[src/rtl/spi_flash_responder_pkg.sv]
// Shared types and constants for the SPI flash read responder.
// Holds the FSM state encoding, the supported command and the frame bit lengths.
package spi_flash_responder_pkg;

    typedef enum logic [2:0] {
        IDLE,
        CMD,
        ADDR,
        FETCH,
        DATA,
        IGNORE
    } state_t;

    localparam logic [7:0] CMD_READ  = 8'h03;
    localparam logic [4:0] CMD_BITS  = 5'd8;
    localparam logic [4:0] ADDR_BITS = 5'd24;

    // Little-endian lane pick: byte offset 0 is the least significant byte of the word.
    function automatic logic [7:0] selectByte(input logic [31:0] word, input logic [1:0] idx);
        logic [7:0] b;
        case (idx)
            2'd0:    b = word[7:0];
            2'd1:    b = word[15:8];
            2'd2:    b = word[23:16];
            default: b = word[31:24];
        endcase
        return b;
    endfunction

endpackage

[src/rtl/spi_edge_sync.sv]
// Multi-flop synchroniser for one asynchronous SPI line plus change detection.
// o_toggle pulses for one clk whenever the synchronised level changes.
module spi_edge_sync #(
    parameter int   STAGES    = 2,
    parameter logic RESET_VAL = 1'b0
) (
    input  logic clk,
    input  logic reset,
    input  logic i_async,
    output logic o_level,
    output logic o_toggle
);

    logic [STAGES-1:0] r_sync;
    logic              r_prev;

    always_ff @(posedge clk or posedge reset) begin
        if (reset) begin
            r_sync <= {STAGES{RESET_VAL}};
            r_prev <= RESET_VAL;
        end else begin
            r_sync <= {r_sync[STAGES-2:0], i_async};
            r_prev <= r_sync[STAGES-1];
        end
    end

    assign o_level  = r_sync[STAGES-1];
    assign o_toggle = r_sync[STAGES-1] ^ r_prev;

endmodule

[src/rtl/spi_flash_responder.sv]
// SPI mode-0 responder for the 0x03 READ command, backed by a 32-bit word memory.
// Streams bytes little-endian from each fetched word, refetching on word boundaries.
module spi_flash_responder
    import spi_flash_responder_pkg::*;
#(
    parameter int ADDR_W      = 20,
    parameter int SYNC_STAGES = 2
) (
    input  logic              clk,
    input  logic              reset,
    input  logic              sck,
    input  logic              cs_n,
    input  logic              mosi,
    output logic              miso,
    output logic              miso_oe,
    output logic [ADDR_W-1:0] mem_addr,
    output logic              mem_rstrb,
    input  logic [31:0]       mem_rdata,
    output logic              busy,
    output logic              cmd_err
);

    localparam int BA_W = ADDR_W + 2;

    state_t              r_state;
    state_t              w_stateNext;
    logic [4:0]          r_bitCnt;
    logic [BA_W-2:0]     r_shiftIn;
    logic [BA_W-1:0]     r_byteAddr;
    logic [31:0]         r_word;
    logic [7:0]          r_shiftOut;
    logic                r_misoBit;
    logic                r_streaming;
    logic [ADDR_W-1:0]   r_memAddr;
    logic                r_memRstrb;
    logic                r_cmdErr;
    logic [SYNC_STAGES-1:0] r_mosiSync;

    logic                w_sckLevel;
    logic                w_sckToggle;
    logic                w_csLevel;
    logic                w_csToggle;
    logic                w_mosi;
    logic                w_sckRise;
    logic                w_sckFall;
    logic                w_csRise;
    logic                w_csFall;
    logic [BA_W-1:0]     w_shiftInNext;
    logic [BA_W-1:0]     w_byteAddrInc;
    logic                w_cmdDone;
    logic                w_addrDone;
    logic                w_byteDone;

    spi_edge_sync #(.STAGES(SYNC_STAGES), .RESET_VAL(1'b0)) u_sckSync (
        .clk      (clk),
        .reset    (reset),
        .i_async  (sck),
        .o_level  (w_sckLevel),
        .o_toggle (w_sckToggle)
    );

    spi_edge_sync #(.STAGES(SYNC_STAGES), .RESET_VAL(1'b1)) u_csSync (
        .clk      (clk),
        .reset    (reset),
        .i_async  (cs_n),
        .o_level  (w_csLevel),
        .o_toggle (w_csToggle)
    );

    always_ff @(posedge clk or posedge reset) begin
        if (reset) begin
            r_mosiSync <= '0;
        end else begin
            r_mosiSync <= {r_mosiSync[SYNC_STAGES-2:0], mosi};
        end
    end

    // sck edges only count while the synchronised select is low.
    assign w_mosi        = r_mosiSync[SYNC_STAGES-1];
    assign w_sckRise     = w_sckToggle &  w_sckLevel & ~w_csLevel;
    assign w_sckFall     = w_sckToggle & ~w_sckLevel & ~w_csLevel;
    assign w_csRise      = w_csToggle  &  w_csLevel;
    assign w_csFall      = w_csToggle  & ~w_csLevel;
    assign w_shiftInNext = {r_shiftIn, w_mosi};
    assign w_byteAddrInc = r_byteAddr + 1'b1;
    assign w_cmdDone     = (r_state == CMD)  && w_sckRise && (r_bitCnt == CMD_BITS - 5'd1);
    assign w_addrDone    = (r_state == ADDR) && w_sckRise && (r_bitCnt == ADDR_BITS - 5'd1);
    assign w_byteDone    = (r_state == DATA) && w_sckFall && (r_bitCnt == 5'd7);

    always_ff @(posedge clk or posedge reset) begin
        if (reset) begin
            r_state <= IDLE;
        end else begin
            r_state <= w_stateNext;
        end
    end

    always_comb begin
        w_stateNext = r_state;
        busy        = (r_state != IDLE);
        miso_oe     = (r_state == DATA) || ((r_state == FETCH) && r_streaming);
        miso        = r_misoBit & miso_oe;
        if (w_csRise) begin
            w_stateNext = IDLE;
        end else begin
            case (r_state)
                IDLE:    if (w_csFall) w_stateNext = CMD;
                CMD:     if (w_cmdDone) w_stateNext = (w_shiftInNext[7:0] == CMD_READ) ? ADDR : IGNORE;
                ADDR:    if (w_addrDone) w_stateNext = FETCH;
                FETCH:   if (!r_memRstrb) w_stateNext = DATA;
                DATA:    if (w_byteDone && (w_byteAddrInc[1:0] == 2'b00)) w_stateNext = FETCH;
                IGNORE:  w_stateNext = IGNORE;
                default: w_stateNext = IDLE;
            endcase
        end
    end

    // The strobe is raised on entry to FETCH; the word is captured the cycle after it drops.
    always_ff @(posedge clk or posedge reset) begin
        if (reset) begin
            r_bitCnt    <= '0;
            r_shiftIn   <= '0;
            r_byteAddr  <= '0;
            r_word      <= '0;
            r_shiftOut  <= '0;
            r_misoBit   <= 1'b0;
            r_streaming <= 1'b0;
            r_memAddr   <= '0;
            r_memRstrb  <= 1'b0;
            r_cmdErr    <= 1'b0;
        end else begin
            r_memRstrb <= 1'b0;
            r_cmdErr   <= 1'b0;
            if (w_csRise) begin
                r_bitCnt    <= '0;
                r_shiftIn   <= '0;
                r_shiftOut  <= '0;
                r_misoBit   <= 1'b0;
                r_streaming <= 1'b0;
            end else begin
                case (r_state)
                    IDLE: begin
                        if (w_csFall) begin
                            r_bitCnt  <= '0;
                            r_shiftIn <= '0;
                        end
                    end
                    CMD: begin
                        if (w_sckRise) begin
                            r_shiftIn <= w_shiftInNext[BA_W-2:0];
                            if (w_cmdDone) begin
                                r_bitCnt <= '0;
                                r_cmdErr <= (w_shiftInNext[7:0] != CMD_READ);
                            end else begin
                                r_bitCnt <= r_bitCnt + 5'd1;
                            end
                        end
                    end
                    ADDR: begin
                        if (w_sckRise) begin
                            r_shiftIn <= w_shiftInNext[BA_W-2:0];
                            if (w_addrDone) begin
                                r_bitCnt   <= '0;
                                r_byteAddr <= w_shiftInNext;
                                r_memAddr  <= w_shiftInNext[BA_W-1:2];
                                r_memRstrb <= 1'b1;
                            end else begin
                                r_bitCnt <= r_bitCnt + 5'd1;
                            end
                        end
                    end
                    FETCH: begin
                        if (!r_memRstrb) begin
                            r_word      <= mem_rdata;
                            r_shiftOut  <= selectByte(mem_rdata, r_byteAddr[1:0]);
                            r_streaming <= 1'b1;
                        end
                    end
                    DATA: begin
                        if (w_sckFall) begin
                            r_misoBit <= r_shiftOut[7];
                            if (w_byteDone) begin
                                r_bitCnt   <= '0;
                                r_byteAddr <= w_byteAddrInc;
                                if (w_byteAddrInc[1:0] == 2'b00) begin
                                    r_memAddr  <= w_byteAddrInc[BA_W-1:2];
                                    r_memRstrb <= 1'b1;
                                end else begin
                                    r_shiftOut <= selectByte(r_word, w_byteAddrInc[1:0]);
                                end
                            end else begin
                                r_shiftOut <= {r_shiftOut[6:0], 1'b0};
                                r_bitCnt   <= r_bitCnt + 5'd1;
                            end
                        end
                    end
                    default: begin
                    end
                endcase
            end
        end
    end

    assign mem_addr  = r_memAddr;
    assign mem_rstrb = r_memRstrb;
    assign cmd_err   = r_cmdErr;

endmodule

[config.mk]
export PLATFORM = sky130hd
export DESIGN_NAME = spi_flash_responder
export DESIGN_NICKNAME = d
export VERILOG_FILES = /design/src/rtl/spi_flash_responder_pkg.sv /design/src/rtl/spi_edge_sync.sv /design/src/rtl/spi_flash_responder.sv
export SDC_FILE = /design/constraint.sdc
export NUM_CORES = 1
export LEC_CHECK = 0
export CAP_MARGIN = 10
export CORE_ASPECT_RATIO = 0.6
export CORE_UTILIZATION = 37
export DETAILED_ROUTE_END_ITERATION = 10
export GPL_ROUTABILITY_DRIVEN = 0
export SETUP_SLACK_MARGIN = 0.5
export SYNTH_ARGS = -nofsm -noshare
export SYNTH_HDL_FRONTEND = slang
export SYNTH_SLANG_ARGS = --single-unit
[constraint.sdc]
create_clock -name clk -period 5 [get_ports clk]
set_clock_uncertainty 0.15 [all_clocks]
set_input_delay 1.25 -clock clk [delete_from_list [all_inputs] [get_ports clk]]
set_output_delay 1.25 -clock clk [all_outputs]
set_load 0.01 [all_outputs]
Word level (Yosys, flattened, before mapping)
Index checks and enable logic that the tools add are counted.
{ "op_classes": {"bitwise": 13, "add_sub_neg": 2, "reduce_logical": 30, "mux": 57, "eq_ne": 29} }
{ "ops": {"columns": ["cell", "n"], "rows": [
  ["2-to-1 mux 20 bit", 5],
  ["2-to-1 mux 22 bit", 4],
  ["2-to-1 mux 21 bit", 3],
  ["case mux 22 bit (2 select lines)", 1],
  ["case mux 21 bit (2 select lines)", 1],
  ["2-to-1 mux 5 bit", 8],
  ["2-to-1 mux 8 bit", 5],
  ["case mux 20 bit (2 select lines)", 1],
  ["case mux 8 bit (2 select lines)", 2],
  ["case mux 8 bit (3 select lines)", 1],
  ["adder 22 x 1 -> 22 bit, second input constant", 1],
  ["2-to-1 mux 3 bit", 7],
  ["!= test 3 bit, second input constant", 7],
  ["case mux 5 bit (4 select lines)", 1],
  ["case mux 3 bit (6 select lines)", 1],
  ["2-to-1 mux 1 bit", 16],
  ["AND reduction 5 bit", 2],
  ["nonzero test 3 bit", 3],
  ["equality test 8 x 2 -> 1 bit, second input constant", 1],
  ["logical AND 1 bit", 8],
  ["!= test 2 bit, second input constant", 4],
  ["!= test 8 x 2 -> 1 bit, second input constant", 1],
  ["nonzero test 2 bit", 4],
  ["bitwise AND 1 bit", 7],
  ["25 further kinds", 37]
]} }
{ "word_totals": {"elab_cells": 147, "regBits": 123, "input_bits": 37} }

Longest topological paths before layout
{ "depth": {"ltp_word": 9, "mapped_depth": 9, "depth_no_buf": 7} }

By module
From an unflattened synthesis, not the netlist that was laid out.
{ "unflattened": {"cells_unflattened": 618, "hier_area_um2": 6067.1} }
{ "modules_own_cells": {"columns": ["mod", "cells_per_inst", "area_each_um2", "seq_area_each_um2", "instances"], "rows": [
  ["spi_flash_responder", 608, 5888.1, 2727.6, 1],
  ["spi_edge_sync at u_csSync", 5, 91.3, 78.8, 1],
  ["spi_edge_sync at u_sckSync", 5, 87.6, 75.1, 1]
]} }

Worst setup path before layout
Ideal clock, no wire load.
{ "synth_timing": {"path_type": "register to output", "start": "register r_state[1]", "end": "output miso", "path_stages_with_launch": 7, "arrival_ps": 1677, "required_time_ps": 3600, "slack_ps": 1923, "path_cell_list": "dfrtp_1 clkbuf_1 or3b_2 clkbuf_1 buf_1 nand2_1 and2_1"} }
{ "synth_via": {"elab_chain_len": 4} }
{ "synth_lines": {"columns": ["element", "line", "text"], "rows": [
  ["start, declared", "spi_flash_responder.sv:25", "state_t r_state;"],
  ["start signal, assigned", "spi_flash_responder.sv:94", "r_state <= w_stateNext;"],
  ["equality test 3 x 2 -> 1 bit", "spi_flash_responder.sv:101", "miso_oe = (r_state == DATA) || ((r_state == FETCH) && r_streaming);"],
  ["logical AND 1 bit", "spi_flash_responder.sv:101", null],
  ["logical OR 1 bit *", "spi_flash_responder.sv:101", null],
  ["via miso_oe", "spi_flash_responder.sv:15", "output logic miso_oe,"],
  ["bitwise AND 1 bit *", "spi_flash_responder.sv:102", "miso = r_misoBit & miso_oe;"],
  ["end, declared", "spi_flash_responder.sv:14", "output logic miso,"]
]} }
Mark *: on every way through the listed nets, which the timed path passes. The rest lies on a longest branch.

Worst setup path after layout
{ "layout_timing": {"start": "register r_state[2]", "end": "output miso"} }
{ "layout_via": {"elab_chain_len": 4} }
{ "layout_lines": {"columns": ["element", "line"], "rows": [
  ["equality test 3 x 2 -> 1 bit", "spi_flash_responder.sv:101"],
  ["logical AND 1 bit", "spi_flash_responder.sv:101"],
  ["logical OR 1 bit *", "spi_flash_responder.sv:101"],
  ["bitwise AND 1 bit *", "spi_flash_responder.sv:102"]
]} }
Mark *: on every way between the ends. The rest lies on a longest branch, timed or not.

==> impl_metrics.json <==
{
  "status": "finished clean",
  "ir_drop_mv": 0.212,
  "ys_top_cells_by_area": "dfrtp_1, nand2_1, mux2_2, mux2i_1, nor2_1",
  "post_cts_resized": 0,
  "worst_setup_path_start_kind": "flip-flop",
  "cts-buffers-inserted": 17,
  "clock-sinks": 115,
  "cp_cell_sequence": "or3b_2, nand2_1, and2_1, clkdlybuf4s50_1",
  "p_leak_nw": 3.08,
  "clk_path_buf_depth": 2,
  "grt_pass1_vias": 4900,
  "hp-class": "reg -> reg",
  "drc": 0,
  "drtIter0Drc": 479,
  "synth.yosys.seq_area_share_pct": 47.7,
  "dr.pass1.iters": 5,
  "diodes": 0,
  "antenna_found_initial": 0,
  "syn_area_um2": 6050,
  "async_reset_ff_share_pct": 100,
  "nets": 718,
  "rsz0062_at_grt": "no",
  "ys.flop_type": "dfrtp_1",
  "report.final.setup_viol": 0,
  "worstPathArrival_ps": 2840,
  "die_w_um": 167,
  "maxCapViolCount": 0,
  "hold_violations": 0,
  "cts_hold_buf": 0,
  "fmax_mhz": 236,
  "maxSlewHeadroom_pct": 28.4,
  "synth_cell_type_count": 61,
  "cpPeakStageDelay_ps": 850,
  "clk-insertion-delay-late_ps": 410,
  "yosys_register_bits": 115,
  "fp.coreArea_um2": 15600,
  "tightest_slew_ps": 1070,
  "wl_um": 15700,
  "slowest_stage": "or3b_2",
  "via_count": 4976,
  "dieArea_um2": 16900,
  "cts_tree": "yes",
  "syn_avg_cell_area_um2": 9.63,
  "cp_max_fo": 39,
  "final_cell_mix": "dfrtp_1, nand2_1, clkdlybuf4s50_1",
  "clkSlewWorstSetupHoldPaths_ps": 60,
  "grt_overflow": 0,
  "syn_inst": 628,
  "synth_edf_count": 0,
  "hpwl_um": 10700,
  "worstRegToRegCells": 6,
  "finalCritPeriodShare_pct": 84.8,
  "ff2ff_setup_slack_ps": 1620,
  "grt_use_total_pct": 19.7,
  "yosysWarnings": 0,
  "grt_max_degree": 69,
  "syn2layout_area_growth_pct": 23.1,
  "synth_area_leader_cell": "dfrtp_1",
  "fin_hold_ws_ps": 198,
  "crit_type": "reg -> out",
  "wire_per_inst_um": 17.6,
  "ioPinCount": 62,
  "crit_path_end_kind": "output port",
  "h-tree-depth": 4,
  "viasPerCell": 5.59,
  "finalMaxSlewViolations": 0,
  "synth_nets": 672,
  "hold_depth": 0,
  "required_ps": 3600,
  "grt_pass1_wl_um": 25900,
  "tns_ps": 0,
  "root_buffer": "clkbuf_16",
  "cts_setup_buffers": 0,
  "ant_nets": 0,
  "chipHeight_um": 101,
  "period_minus_slack_ps": 4240,
  "initial_utilization_pct": 38.7,
  "drive_gt1_share_pct": 13.0,
  "synthDominantCellAreaShare_pct": 46.4,
  "final_common_cell": "dfrtp_1",
  "rows": 35,
  "power.density_nw_per_um2": 461,
  "io_buffer_count": 61
}
## layout make-up
type                    count  area, um2
repair buffers             67        676
clock buffers              18        439
clock inverters            14        180
well taps                 203        254
fillers                  1414       8190
flip-flops and latches    115       2880
inverters                  31        119
multi-input cells         442       2890
## routing by layer
metal	share of wire (%)	wire (um)	vias up	GRT usage (%)
li1	-	-	2351	-
met1	53	8300	2473	30.2
met2	42	6510	144	27.7
met3	4.8	752	8	4.44
met4	0.65	102	0	4.99
met5	0	0	-	0
## flip-flops by register name, indices dropped and copies added (netlist names)
register and flops:
r_state 3, r_shiftOut 8, r_bitCnt 5, r_misoBit 1
mem_rstrb 1, u_csSync.r_prev 1, u_csSync.r_sync 2, u_sckSync.r_prev 1
r_streaming 1, r_mosiSync 2, mem_addr 20, cmd_err 1
r_word 24, r_shiftIn 21, r_byteAddr 22, u_sckSync.r_sync 2
## power breakdown
part / switching [mW] / internal [mW]
clock: 0.465 / 0.802
sequential: 0.150 / 1.07
combinational: 0.568 / 0.375
## critical path, delay by kind of cell, from the launching register on
family | cells | cell delay [ps]
buffers and inverters | 1 | 520
flip-flops | 1 | 670
AND/OR/NAND/NOR | 3 | 1230
## path summary, 6_finish.rpt
check,endpoint,from
max,miso,r_state[2]
min,u_sckSync.r_sync[1],u_sckSync.r_sync[0]
max reg2reg,r_byteAddr[21],r_state[2]
min reg2reg,u_sckSync.r_sync[1],u_sckSync.r_sync[0]
max in group asynchronous,u_csSync.r_sync[1],reset
min in group asynchronous,mem_addr[0],reset
## logic make-up (layout without fill, tap and decap cells)
| group | count (synthesis) | count (layout) | share of synthesized area, % |
|---|---|---|---|
| simple gates | 224 | 224 | 17.8 |
| mux | 52 | 52 | 9.27 |
| compound gates | 147 | 147 | 17.3 |
| xor+xnor | 12 | 12 | 1.74 |
| flops | 115 | 115 | 47.7 |
| buf+inv | 71 | 130 | 4.86 |
| fa+ha+maj | 7 | 7 | 1.45 |
## metrics by stage
step                worst slack [ps]  cell area [um2]  std cells  power (mW)  utilization (%)
floorplan                        561             6050        628        1.87                -
global placement                1240             6810        857        2.13             43.5
detailed placement              1190             6810        857        2.16             43.5
CTS                              759             7430        889        3.43             47.5
global route                     604             7440        890        3.60             47.6
finish                           761             7440        890        3.43             47.6
## cell usage after synthesis, types with 2 or more instances
cell	instances
a211o_1	3
a211oi_1	4
a21boi_0	2
a21oi_1	29
a222oi_1	8
a22o_1	2
a22oi_1	8
a311oi_1	2
a31oi_1	6
a41oi_1	2
and3_1	4
buf_1	3
buf_2	7
buf_6	2
clkbuf_1	27
dfrtp_1	112
dfstp_2	3
ha_1	7
inv_1	31
mux2_2	28
mux2i_1	23
nand2_1	89
nand3_1	25
nand4_1	3
nor2_1	40
nor2b_1	17
nor3_1	11
nor3b_1	3
nor4_1	10
nor4b_1	2
o2111ai_1	8
o21ai_0	30
o21bai_1	4
o22a_1	6
o31a_1	5
o31ai_1	15
o31ai_2	5
or2_2	5
or3b_1	3
or3b_2	2
or4_1	2
xnor2_1	7
xor2_1	5
No activity file was read; power rests on OpenSTA's default activity.
